--- config.mk ---
export PLATFORM = sky130hd
export DESIGN_NAME = pipe_ctrl_stage
export DESIGN_NICKNAME = d
export VERILOG_FILES = /design/src/rtl/pipe_ctrl_stage.sv
export SDC_FILE = /design/constraint.sdc
export NUM_CORES = 1
export LEC_CHECK = 0
export ABC_AREA = 1
export ABC_CLOCK_PERIOD_IN_PS = 1600
export BUFFER_PORTS_ARGS = -buffer_cell sky130_fd_sc_hd__buf_2
export CORE_ASPECT_RATIO = 1.4
export CORE_MARGIN = 1
export CORE_UTILIZATION = 48
export CTS_CLUSTER_SIZE = 14
export DETAILED_ROUTE_END_ITERATION = 10
export PLACE_DENSITY = 0.8
export SLEW_MARGIN = 40
export SYNTH_ARGS = -nofsm -noshare
export SYNTH_HDL_FRONTEND = slang
export SYNTH_SLANG_ARGS = --single-unit
--- constraint.sdc ---
create_clock -name clk -period 1.6 [get_ports clk]
set_input_delay 0.08 -clock clk [delete_from_list [all_inputs] [get_ports clk]]
set_output_delay 0.08 -clock clk [all_outputs]
set_load 0.02 [all_outputs]
--- src/rtl/pipe_ctrl_stage.sv ---
`default_nettype none
// ============================================================================
// Module      : pipe_ctrl_stage
// Description : Registered decode/control stage between IF/ID and EX.
//               Decodes the RV32 opcode into the control bundle and registers
//               it behind a valid/ready handshake. It also inserts a single
//               bubble on a load-use hazard, handles flush, flags illegal
//               opcodes, and holds off issue while an M-extension op
//               occupies EX.
// Revision    : 1.0 - initial release
// ============================================================================
module pipe_ctrl_stage #(
    parameter int REG_ADDR_W  = 5,
    parameter int ENABLE_M    = 1,
    parameter int MUL_LATENCY = 3
) (
    input  logic                  clk,
    input  logic                  rst_n,
    input  logic                  in_valid,
    output logic                  in_ready,
    input  logic [31:0]           instr,
    input  logic                  flush,
    input  logic                  ex_mem_read,
    input  logic [REG_ADDR_W-1:0] ex_rd,
    output logic                  out_valid,
    input  logic                  out_ready,
    output logic                  can_branch,
    output logic                  mem_read,
    output logic                  mem_to_reg,
    output logic                  mem_write,
    output logic                  alu_src,
    output logic                  reg_write,
    output logic                  should_jump,
    output logic [1:0]            alu_op,
    output logic                  is_mop,
    output logic                  illegal,
    output logic [REG_ADDR_W-1:0] rs1,
    output logic [REG_ADDR_W-1:0] rs2,
    output logic [REG_ADDR_W-1:0] rd
);

    // RV32 major opcodes
    localparam logic [6:0] c_OP_BRANCH  = 7'b1100011;
    localparam logic [6:0] c_OP_LOAD    = 7'b0000011;
    localparam logic [6:0] c_OP_STORE   = 7'b0100011;
    localparam logic [6:0] c_OP_JAL     = 7'b1101111;
    localparam logic [6:0] c_OP_JALR    = 7'b1100111;
    localparam logic [6:0] c_OP_ARITH_I = 7'b0010011;
    localparam logic [6:0] c_OP_ARITH_R = 7'b0110011;
    localparam logic [6:0] c_OP_AUIPC   = 7'b0010111;
    localparam logic [6:0] c_OP_LUI     = 7'b0110111;
    localparam logic [6:0] c_FUNCT7_M   = 7'b0000001;

    // Issue state machine
    localparam logic [0:0] c_ST_RUN   = 1'b0;
    localparam logic [0:0] c_ST_MWAIT = 1'b1;

    // Hold counter sized for MUL_LATENCY-1 (at least one bit)
    localparam bit              c_HAS_WAIT = (MUL_LATENCY > 1);
    localparam int              c_CNT_W    = (MUL_LATENCY > 1) ? $clog2(MUL_LATENCY) : 1;
    localparam logic [c_CNT_W-1:0] c_CNT_INIT = c_CNT_W'(MUL_LATENCY - 1);
    localparam logic [c_CNT_W-1:0] c_CNT_ONE  = c_CNT_W'(1);

    // Bundle bit positions: {br, mr, m2r, mw, src, rw, jmp, aluop[1:0], mop, ill}
    localparam int c_BIT_MOP = 1;

    logic [6:0]            w_opcode;
    logic [6:0]            w_funct7;
    logic [REG_ADDR_W-1:0] w_rs1;
    logic [REG_ADDR_W-1:0] w_rs2;
    logic [REG_ADDR_W-1:0] w_rd;
    logic [10:0]           w_dec;
    logic                  w_use_rs1;
    logic                  w_use_rs2;
    logic                  w_hazard;
    logic                  w_upd;
    logic                  w_accept;
    logic                  w_bubble;
    logic                  w_mop_leave;
    logic                  w_unused_funct3;

    logic [0:0]            r_state;
    logic [c_CNT_W-1:0]    r_cnt;
    logic                  r_out_valid;
    logic [10:0]           r_bundle;
    logic                  r_bubble_sent;
    logic [REG_ADDR_W-1:0] r_rs1;
    logic [REG_ADDR_W-1:0] r_rs2;
    logic [REG_ADDR_W-1:0] r_rd;

    assign w_opcode        = instr[6:0];
    assign w_funct7        = instr[31:25];
    assign w_rd            = REG_ADDR_W'(instr[11:7]);
    assign w_rs1           = REG_ADDR_W'(instr[19:15]);
    assign w_rs2           = REG_ADDR_W'(instr[24:20]);
    assign w_unused_funct3 = ^instr[14:12];

    // Opcode decode into the control bundle plus operand-use flags
    always_comb begin
        w_dec     = '0;
        w_use_rs1 = 1'b1;
        w_use_rs2 = 1'b0;
        case (w_opcode)
            c_OP_BRANCH: begin
                w_dec     = 11'b1000000_01_00;
                w_use_rs2 = 1'b1;
            end
            c_OP_LOAD:    w_dec = 11'b0110110_00_00;
            c_OP_STORE: begin
                w_dec     = 11'b0001100_00_00;
                w_use_rs2 = 1'b1;
            end
            c_OP_JAL: begin
                w_dec     = 11'b0000111_00_00;
                w_use_rs1 = 1'b0;
            end
            c_OP_JALR:    w_dec = 11'b0000111_00_00;
            c_OP_ARITH_I: w_dec = 11'b0000110_11_00;
            c_OP_ARITH_R: begin
                w_dec            = 11'b0000010_10_00;
                w_dec[c_BIT_MOP] = (ENABLE_M != 0) && (w_funct7 == c_FUNCT7_M);
                w_use_rs2        = 1'b1;
            end
            c_OP_AUIPC, c_OP_LUI: begin
                w_dec     = 11'b0000110_00_00;
                w_use_rs1 = 1'b0;
            end
            default:      w_dec = 11'b0000000_00_01;
        endcase
    end

    // Load-use hazard against the load currently in EX (x0 never hazards)
    assign w_hazard = ex_mem_read && (ex_rd != '0) &&
                      ((w_use_rs1 && (ex_rd == w_rs1)) || (w_use_rs2 && (ex_rd == w_rs2)));

    assign w_upd       = !r_out_valid || out_ready;
    assign in_ready    = (r_state == c_ST_RUN) && !w_hazard && w_upd;
    assign w_accept    = in_valid && in_ready && !flush;
    // Only one bubble per hazard episode; the held instr waits upstream after that
    assign w_bubble    = in_valid && w_hazard && (r_state == c_ST_RUN) && !r_bubble_sent;
    assign w_mop_leave = r_out_valid && out_ready && r_bundle[c_BIT_MOP];

    // Output register: decoded bundle, bubble, or empty; flush kills regardless of stall
    always_ff @(posedge clk or negedge rst_n) begin
        if (!rst_n) begin
            r_out_valid   <= 1'b0;
            r_bundle      <= '0;
            r_bubble_sent <= 1'b0;
            r_rs1         <= '0;
            r_rs2         <= '0;
            r_rd          <= '0;
        end else if (flush) begin
            r_out_valid   <= 1'b0;
            r_bubble_sent <= 1'b0;
        end else if (w_upd) begin
            if (w_accept) begin
                r_out_valid   <= 1'b1;
                r_bundle      <= w_dec;
                r_bubble_sent <= 1'b0;
                r_rs1         <= w_rs1;
                r_rs2         <= w_rs2;
                r_rd          <= w_rd;
            end else if (w_bubble) begin
                r_out_valid   <= 1'b1;
                r_bundle      <= '0;
                r_bubble_sent <= 1'b1;
            end else begin
                r_out_valid   <= 1'b0;
                r_bubble_sent <= r_bubble_sent && in_valid && w_hazard;
            end
        end
    end

    // Issue FSM: hold off new issue while an M-op occupies EX
    always_ff @(posedge clk or negedge rst_n) begin
        if (!rst_n) begin
            r_state <= c_ST_RUN;
            r_cnt   <= '0;
        end else if (flush) begin
            r_state <= c_ST_RUN;
            r_cnt   <= '0;
        end else if (c_HAS_WAIT && w_mop_leave) begin
            r_state <= c_ST_MWAIT;
            r_cnt   <= c_CNT_INIT;
        end else if (r_state == c_ST_MWAIT) begin
            if (r_cnt == c_CNT_ONE) begin
                r_state <= c_ST_RUN;
                r_cnt   <= '0;
            end else begin
                r_cnt <= r_cnt - c_CNT_ONE;
            end
        end
    end

    assign out_valid   = r_out_valid;
    assign can_branch  = r_bundle[10];
    assign mem_read    = r_bundle[9];
    assign mem_to_reg  = r_bundle[8];
    assign mem_write   = r_bundle[7];
    assign alu_src     = r_bundle[6];
    assign reg_write   = r_bundle[5];
    assign should_jump = r_bundle[4];
    assign alu_op      = r_bundle[3:2];
    assign is_mop      = r_bundle[1];
    assign illegal     = r_bundle[0];
    assign rs1         = r_rs1;
    assign rs2         = r_rs2;
    assign rd          = r_rd;

endmodule
`default_nettype wire

### Word level (Yosys, flattened, before mapping)

Cells that the tools add are included.

* bitwise gates (word level): 2
* eq/ne operators: 13
* reductions and logical operators: 31
* mux-type cells: 21
* $add $sub $neg: 1

Operators by type and width (count)
* 11-bit case mux with 7 select lines: 1
* 11-bit two-way mux: 2
* 7-bit by 6-bit equality test with 1-bit output, second input constant: 3
* 7-bit equality test, second input constant: 3
* 1-bit logical AND: 15
* 7-bit by 5-bit equality test with 1-bit output, second input constant: 2
* 1-bit two-way mux: 14
* 5-bit equality test: 2
* 2-bit two-way mux: 4
* 7-bit by 1-bit equality test with 1-bit output, second input constant: 1
* 7-bit by 2-bit equality test with 1-bit output, second input constant: 1
* 3-bit AND reduction: 2
* 3-bit OR reduction: 2
* 5-bit nonzero test: 1
* 1-bit zero test: 4
* 2-bit nonzero test: 2
* 2-bit OR reduction: 2
* 3-bit nonzero test: 1
* 2-bit by 1-bit equality test with 1-bit output, second input constant: 1
* 1-bit logical OR: 2
* 1-bit NOT: 2
* 2-bit by 1-bit subtractor with 2-bit output, second input constant: 1

* register bits after elaboration: 31
* input bits: 43

### Depth between registers and ports, before layout

Gate-level depths: netlist of run 1.

* word-level depth: 14
* gate-level depth with buffers: 13
* depth with buffers taken out: 12

### Least setup slack after synthesis of run 1

No wires, ideal clock.

* path kind: reg-to-reg
* start point: register r_out_valid (netlist: out_valid)
* end point: register r_bundle[9]
* clock period less this slack: 1398 ps
* setup slack: 202 ps
* cell stages (with the launch flop): 9
* library setup time: 118 ps
* path buffers: 1
* data arrival time: 1280 ps
* cell sequence: dfrtp_1 > nand2_1 > nand2_1 > inv_1 > nand3_1 > nand3b_1 > buf_2 > nand3_1 > nand2_1

* word-level cells in the longest chain between the ends: 7

RTL lines
* start: declaration: RTL line 84 `logic r_out_valid;`
* start signal: assignment: RTL line 146 `r_out_valid <= 1'b0;`
* start signal: assignment: RTL line 153 `r_out_valid <= 1'b0;`
* start signal: assignment: RTL line 157 `r_out_valid <= 1'b1;`
* 1-bit zero test *: RTL line 136 `assign w_upd = !r_out_valid || out_ready;`
* 1-bit logical OR *: RTL line 136
* 1-bit logical AND: RTL line 137 `assign in_ready = (r_state == c_ST_RUN) && !w_hazard && w_upd;`
* 1-bit logical AND (2 in a row): RTL line 138 `assign w_accept = in_valid && in_ready && !flush;`
* 2-bit nonzero test (no source line)
* 3-bit AND reduction (no source line)
* end signal: assignment: RTL line 158 `r_bundle <= w_dec;`
* end: declaration: RTL line 85 `logic [10:0] r_bundle;`

Mark *: on every way between the ends. The rest lies on a longest branch, timed or not.
A chain may end at the register's enable or synchronous reset.

### Worst setup path in the final report of run 1

* start point: input flush
* end point: register r_bundle[9]

* word-level cells in the longest chain between the ends: 4

RTL lines
* start: declaration: RTL line 22 `input logic flush,`
* 1-bit zero test: RTL line 138
* 1-bit logical AND: RTL line 138
* 2-bit nonzero test (no source line)
* 3-bit AND reduction (no source line)

Parallel ways exist; a longest one is shown, timed or not.

==> results of run 1 <==
-- cells in the final DEF (no fill, tap or decap), drive strengths merged, types with 3 or more instances in the layout --
cell type	count
nand2	74
buf	72
nand3	36
inv	33
dfrtp	30
nor2	13
o21ai	12
clkbuf	7
nor3	5
nand4	4
a21oi	3
-- kinds of logic after synthesis --
kind of cell               after synthesis  synth area share
adders and majority gates                1           0.00727
buffers and inverters                   41             0.112
and+or+nand+nor                        136             0.376
AOI/OAI and AO/OA                       17            0.0582
xor gates and xnor gates                 2            0.0102
DFF                                     30             0.436
-- sequential cells by signal (all words and copies together), names as in the netlist --
signal and cells:
r_bubble_sent 1, r_bundle 10, rd 5, r_state 1
rs2 5, r_cnt 2, out_valid 1, rs1 5
-- how the worst max path moves through the flow --
stage | depth (start not counted) | slack [ns] | endpoint | from
after global placement | 13 | 0.14 | r_bundle[10] | instr[4]
after detailed placement | 13 | 0.05 | rs1[3] | instr[4]
after global routing | 8 | -0.008 | r_bundle[6] | flush
after floorplan | 8 | 0.20 | r_bundle[9] | out_valid
final | 8 | 0.11 | r_bundle[9] | flush
after CTS | 6 | 0.05 | rs1[3] | flush
-- worst max-delay path: cells and delay by family --
family                 cells  cell delay, ns
AND/OR/NAND/NOR            5            0.72
buffers and inverters      3            0.86
-- per-stage QoR --
stage | util | instance area [um^2]
floorplan | - | 1720
global placement | 0.612 | 2090
detailed placement | 0.612 | 2090
CTS | 0.645 | 2200
global route | 0.651 | 2220
finish | 0.651 | 2220
-- what timing repair did --
action                                  in CTS  in global routing
hold endpoints to repair                    32                  0
hold buffers                                 2                  0
gates resized for setup                      0                  2
endpoints found under the setup margin       0                 25
-- metal layers --
layer | wire [um] | share of wire | vias to the layer above | GRT usage
met5 | 0 | 0 | - | 0
li1 | - | - | 869 | -
met4 | 51 | 0.013 | 0 | 0.0906
met2 | 2200 | 0.55 | 42 | 0.399
met1 | 1590 | 0.40 | 773 | 0.255
met3 | 151 | 0.038 | 6 | 0.0396
-- cells in the mapped netlist --
master and count:
inv_2 5, nor3_1 5, nor2_4 1, ha_1 1
o21ai_1 8, nand4_1 3, o22ai_1 1, nand2_2 3
nand3_2 1, a21oi_4 1, nand2_4 1, buf_2 1
and3_1 1, buf_1 1, a21oi_1 2, inv_1 28
o211ai_1 1, nor2_2 1, nand3b_1 2, or2_2 2
xnor2_1 2, buf_6 4, nand3_4 2, nand4_2 1
nand3_1 32, buf_4 2, nand2_1 70, dfrtp_1 30
nor2_1 11, o21ai_0 4
-- power breakdown --
group / internal (uW) / leakage, uW / switching (uW) / total [uW]
Combinational: 170 / 0.000870 / 300 / 470
Sequential: 835 / 0.000392 / 38.8 / 874
Clock: 346 / 0.0000482 / 270 / 616
Total: 1350 / 0.00131 / 609 / 1960
-- final cells by class --
class                           instances  share of cell area
Timing Repair Buffer                   74               0.183
Inverter                               33              0.0558
Clock inverter                          1             0.00226
Tap cell                               40              0.0226
Clock buffer                            7              0.0389
Multi-Input combinational cell        157               0.359
Sequential cell                        30               0.338
==> results, run 1 <==
- The flow ran to the end, and the final reports show no timing, DRC or antenna violations.
- The layout filler cell count is between 300 and 400.
- Counting cells, the worst reg-to-reg path comes to 8.
- The setup total negative slack is 0 ns.
- The launching element type of the critical path is an input port.
- Synthesis produced a netlist with a net count of between 200 and 300.
- Wires add up to between 3 and 4 mm.
- Entering global routing, the biggest net connects 35 pins.
- After the last flow step, the layout net total stands at 345.
- The multi-input combinational cells in the finished layout cover a total of around 800 um^2.
- The post-synthesis cell type count is 30.
- The later pin in the worst-skew pair is clocked with a latency of 0.28 ns.
- The first global-routing pass estimated around 6.4 mm of wire.
- After detailed routing, the number of remaining DRC violations is 0.
- The register clock-pin slew on the reported worst setup and hold paths is 0.06 ns.
- In this run the power density over the cells is 883 mW/mm^2.
- Counting flops and latches in the post-synthesis netlist gives 30.
- Static timing analysis puts the maximum clock frequency at 0.673 GHz.
- Of the cells placed in the final design, the portion with a size suffix greater than 1 is 0.328.
- The floorplan step defined a core boundary enclosing 0.00341 mm^2.
- The share of the cycle needed by the critical path after routing is 0.929.
- The die span in y is 72.8 um.
- The cell count after placement is 331.
- The worst slew margin relative to its limit is 0.561.
- The floorplan row count is 25.
- Summing all flip-flop and latch instances after layout gives about 750 um^2.
- Of all cell types, the one taking the most synthesized area is dfrtp_1.
- The number of hold-slack violations in the final timing report came to 0.
- In this run the most critical hold path is launched from instr[11].
- The number of setup buffers added after CTS is 0.
- The number of antenna violations at the first check in global routing is 0.
- The clock tree root driver cell is clkbuf_8.
- The total half-perimeter wirelength after legalization and detailed placement is about 3.0 mm.
- The final critical-path required period is 1.49 ns.
- Buffers placed on the I/O ports in this run total 67.
- The register-to-register setup slack is around 0.13 ns.
- The final hold slack is a little over 0.02 ns.
- For the pin with the worst max-slew slack, the measured transition is 0.659 ns.
- The number of primary I/O pins is 71.
- The largest voltage drop on the vdd net is between 500 and 600 uV.
- After synthesis the cells add up to about 0.0017 mm^2.
- The congestion estimate from routability-driven global placement came to 0.805.
- Clock skew on the completed layout was measured at 0.00552 ns.
- In the final routed layout, each cell accounts on average for around 12 um.
- The number of pins with negative max-slew slack in the final report came to 0.
- For this block, the via count after detailed routing is 1690.
- The number of DRC markers in iteration 0 is 42.
- The count of synthesis-stage warnings from yosys is 0.
- Setup violations remaining at the end of the flow were counted as 0.
- The path with the worst hold slack has its endpoint at rd[4].
- The die covers 0.00383 mm^2.
- The number of antenna diodes in the final layout is 0.
- The layout-stage area growth over the synthesis result is 28.9%.
- The deepest clock path buffer count is 2.
- The total overflow reported by the global router is 0.
- The worst register-to-register path ends at r_bundle[9].
- The die width is around 53 um.
- Averaged over all synthesized cells, the footprint is between 7 and 8 um^2.
- The data required time of the worst path is 1.77 ns.
- The largest stage delay on the critical path is 0.53 ns.
- The CTS tree is done.
- Traced cell by cell, the critical path runs through dlygate4sd3_1, buf_2, nor2_2, nand3_1, nand3b_1, buf_4, nand3_1, nand2_1.
- Dividing the detail-routed via count by the number of cells gives approximately 5.
- The critical path endpoint category is a flop.
- In this design, the critical path's most frequently occurring cell is nand3_1.
- Summed over all cells, the static leakage comes to 0.00131 uW.
- The number of non-filler instances in the completed layout is 342.
- The number of global-route vias before repair is around 1600.
- The synthesized netlist cell count is around 230.
- The depth of the worst hold-timing path is 3.
- The critical setup path kind is input port to flop.
- The data arrival at the endpoint of the critical path is 1.66 ns.
- Of all nets on the critical path, the largest fanout is 11.
- The number of H-tree levels is 2.
- The startpoint identified for the worst register-to-register timing path is out_valid.
- The pre-CTS worst setup slack is about 0.053 ns.
- Yosys attributes the largest share of cell area to dfrtp_1 (44%), nand2_1 (15%), nand3_1 (9.3%), inv_1 (6.1%), buf_6 (2.6%).
- On the critical path, the stage with the largest delay is an instance of dlygate4sd3_1.
- The initial utilization of the core area, before any placement, comes to 0.505.
- The number of max-capacitance violations reported is 0.
- Across all setup checks in the final design, the least slack found is 0.113 ns.
- The number of iterations in the first detailed-routing pass is 4.
- The path class of the tightest hold or removal check is input port to flop.
- The overall power is 1960 uW.
- In the global route stage, overall resource usage came out at 0.224.
- The number of clock sinks is 30.
- The portion of the post-synthesis area used by sequential elements is 0.436.
- The number of clock buffers inserted by TritonCTS is 5.
- The number of nets with antenna violations after routing is 0.
- The proportion of netlist area held by the largest area contributor is 0.436.
No activity file was read; power rests on OpenSTA's default activity.
==> run 2: changes to the inputs <==
--- a/config.mk
+++ b/config.mk
@@ -6,7 +6,7 @@
 export NUM_CORES = 1
 export LEC_CHECK = 0
 export ABC_AREA = 1
-export ABC_CLOCK_PERIOD_IN_PS = 1600
+export ABC_CLOCK_PERIOD_IN_PS = 1700
 export BUFFER_PORTS_ARGS = -buffer_cell sky130_fd_sc_hd__buf_2
 export CORE_ASPECT_RATIO = 1.4
 export CORE_MARGIN = 1
==> constraint.sdc (replaced) <==
create_clock -name clk -period 1.7 [get_ports clk]
set_input_delay 0.085 -clock clk [delete_from_list [all_inputs] [get_ports clk]]
set_output_delay 0.085 -clock clk [all_outputs]
set_load 0.02 [all_outputs]
==> run 2 against run 1 <==
Sequential power decreased by 5.8%. Final cell count decreased by 1.2%. Core utilization decreased by 1.6 points. Non-clock buffer count decreased by 3. Largest cell class unchanged. Highest routed layer unchanged. Routed wire length decreased by 6.0%. Critical endpoint is now r_bundle[0]. Sequential share of layout area increased by 0.84 points. Combinational power decreased by 9.8%. Flip-flop and latch count unchanged.
==> results, run 2 (synthesis results as in run 1) <==
- The run finished with clean final reports.
- The worst min-delay path class is input port to flop.
- The number of nets with antenna violations after routing was 0 (unchanged).
- The number of pins with negative max-slew slack in the final report was 0 (unchanged).
- The largest stage delay on the critical path is 0.36 ns (-0.17 ns).
- The number of endpoints failing setup at the final stage is 0 (unchanged).
- The number of buffers and inverters on the critical path came to 3 (unchanged).
- The global-route wire length before repair is 6.25 mm (-1.9%).
- The total track usage is 0.217 (-0.00711).
- The total overflow reported by the global router is 0 (unchanged).
- The library cell used most frequently in the layout, excluding fill and tap cells, is nand2_1.
- The number of design rule violations left after detail routing is 0 (unchanged).
- The register-to-register setup slack is 0.21 ns (+0.08 ns).
- The category of cells accounting for the largest share of critical-path delay is simple AND/OR/NAND/NOR gates.
- The share of the cycle needed by the critical path after routing is 0.874.
- The depth of the worst hold-timing path is 2 (-1).
- The wire length per cell is 11.1 um (-4.9%).
- The number of nets in the final layout came to 341 (-1.2%).
- The area of the multi-input gates is 777 um^2 (-2.5%).
- The cell with the largest stage delay on the worst path is dfrtp_1.
- The number of primary I/O pins came to 71 (unchanged).
- Traced cell by cell, the critical path runs through inv_1, nand2_1, inv_1, nand3_1, nand3b_1, buf_4, nand3_1, nand2_1.
- The die width is 52.6 um (unchanged).
- The critical setup path kind is flop to flop.
- The number of diodes was 0 (unchanged).
- The number of max-capacitance violations reported was 0 (unchanged).
- The worst register-to-register path begins at r_state.
- The number of non-filler instances in the completed layout is 338 (-1.2%).
- The worst setup path is launched from a flop.
- The last weighted congestion value of the routability-driven placer is 0.801 (-0.55%).
- The number of iterations in the first detailed-routing pass was 4 (unchanged).
- The total vias in the final route is 1667 (-1.4%).
- The count of instances resized after the clock tree is built is 0 (unchanged).
- The number of clock buffers inserted by TritonCTS is 5 (unchanged).
- The leakage component of the power is 0.00129 uW (-1.9%).
- The core outline area is 0.00341 mm^2 (unchanged).
- The effective utilization at floorplan is 0.505 (unchanged).
- The setup total negative slack is 0 ns (unchanged).
- The die span in y is 72.8 um (unchanged).
- The number of flip-flops in the largest register was 10 (unchanged).
- The data arrival at the endpoint of the critical path came to 1.65 ns (about the same).
- Setup repair after global routing left no endpoint under its margin.
- The worst hold path terminates at r_state.
- The number of clock sinks is 30 (unchanged).
- The register with the most flip-flops in the final layout is r_bundle.
- The data required time of the worst path came to 1.87 ns (+0.10 ns).
- The die footprint is 0.00383 mm^2 (unchanged).
- The total of buffers placed on input and output ports is 67 (unchanged).
- The total half-perimeter wirelength after legalization and detailed placement is 2.90 mm (-3.8%).
- The largest fanout on the critical path was 11 (unchanged).
- In this run the critical register-to-register path is captured at r_bundle[0].
- The number of H-tree levels is 2 (unchanged).
- The final critical-path required period is 1.49 ns.
- In the layout the commonest cells are nand2_1 (70), buf_2 (67), nand3_1 (32).
- The total wire length is 3.75 mm (-6.0%).
- The layout filler cell count came to 325 (+5.9%).
- The register clock-pin slew on the reported worst setup and hold paths is 0.06 ns (about the same).
- The number of cell instances on the worst register-to-register path came to 8 (unchanged).
- The cell count after placement came to 328 (-0.91%).
- The worst min-delay path startpoint is flush.
- Derived from the worst setup path, the maximum achievable clock frequency is 0.673 GHz.
- The power density over cell area is 845 mW/mm^2 (-4.4%).
- The number of hold-slack violations in the final timing report is 0 (unchanged).
- The average via count per standard cell is 4.93 (-0.19%).
- The floorplan row count was 25 (unchanged).
- The sequential standard cell area is 751 um^2 (unchanged).
- The fraction of final layout cells sized beyond drive strength 1 came to 0.322 (-0.00567).
- The number of global-route vias before repair is 1499 (-5.7%).
- The critical path endpoint category is a flop.
- The clock latency on the worst-skew pair is 0.27 ns (about the same).
- The largest voltage drop on the vdd net is 580 uV (+4.0%).
- The number of DRC markers in iteration 0 came to 51 (+21%).
- The number of antenna violations at the first check in global routing is 0 (unchanged).
- The largest net degree at the start of global routing is 35 (unchanged).
- The slew at the pin with the worst max-slew slack came to 0.654 ns (-0.00447 ns).
- Compared with the post-synthesis result, the final layout area differs by 25.8%.
- The worst slew margin relative to its limit was 0.564 (+0.00298).
- The deepest clock path buffer count is 2 (unchanged).
- The final worst clock skew came to 0.00435 ns (-0.00116 ns).
- TritonCTS built the clock tree.
- The clock tree root driver cell is clkbuf_8.
run 2: cell types whose count changed in the layout (fill, tap and decap cells not counted), sizes merged:
cell / change
clkinvlp: +1
nand3: -1
buf: -2
dlygate4sd3: -1
clkbuf: -1
run 2: worst max path at each step:
stage / startpoint / to / slack, ns / cells past startpoint
2_1_floorplan: out_valid / r_bundle[9] / 0.30 / 8
3_3_place_gp: r_state / r_bundle[0] / 0.15 / 7
3_5_place_dp: r_state / r_bundle[7] / 0.08 / 7
4_1_cts: r_state / r_bundle[7] / 0.05 / 7
5_1_grt: r_state / rs1[4] / 0.07 / 6
6_report: r_state / r_bundle[0] / 0.21 / 8
run 2: what timing repair did:
action,4_1_cts,5_1_grt
hold buffers,1,0
endpoints found under the hold margin,30,0
setup endpoints to repair,0,11
setup buffers,0,1
run 2: metrics by stage:
| step | util | hold slack, ns | power, uW | instance area (um^2) | setup WS [ns] |
|---|---|---|---|---|---|
| floorplan | - | -0.211 | 1100 | 1720 | 0.302 |
| detailed placement | 0.602 | 0.153 | 1260 | 2050 | 0.0763 |
| global placement | 0.602 | 0.147 | 1250 | 2050 | 0.153 |
| finish | 0.635 | 0.00575 | 1830 | 2160 | 0.215 |
| CTS | 0.633 | 0.00289 | 1840 | 2160 | 0.0479 |
| global route | 0.635 | 0.00586 | 1930 | 2160 | 0.0728 |
run 2: worst register-to-register path: stages (launching register included):
cell and delay (ns):
dfrtp_1 0.36, inv_1 0.14, nand2_1 0.13, inv_1 0.14
nand3_1 0.09, nand3b_1 0.19, buf_4 0.19, nand3_1 0.10
nand2_1 0.06
run 2: cell type report:
class | count | area share
Clock buffer | 6 | 0.0382
Timing Repair Buffer | 71 | 0.170
Sequential cell | 30 | 0.347
Tap cell | 40 | 0.0231
Clock inverter | 2 | 0.00578
Multi-Input combinational cell | 156 | 0.359
Inverter | 33 | 0.0572
run 2: per-layer routing:
layer	share of wire	GRT usage
met1	0.42	0.242
met2	0.53	0.395
met3	0.035	0.0458
met4	0.014	0.0702
met5	0	0
run 2: power by group:
group          total, uW  internal (uW)  switching [uW]
Clock                581            324             256
Combinational        424            151             273
Sequential           823            786            37.4
Total               1830           1260             567
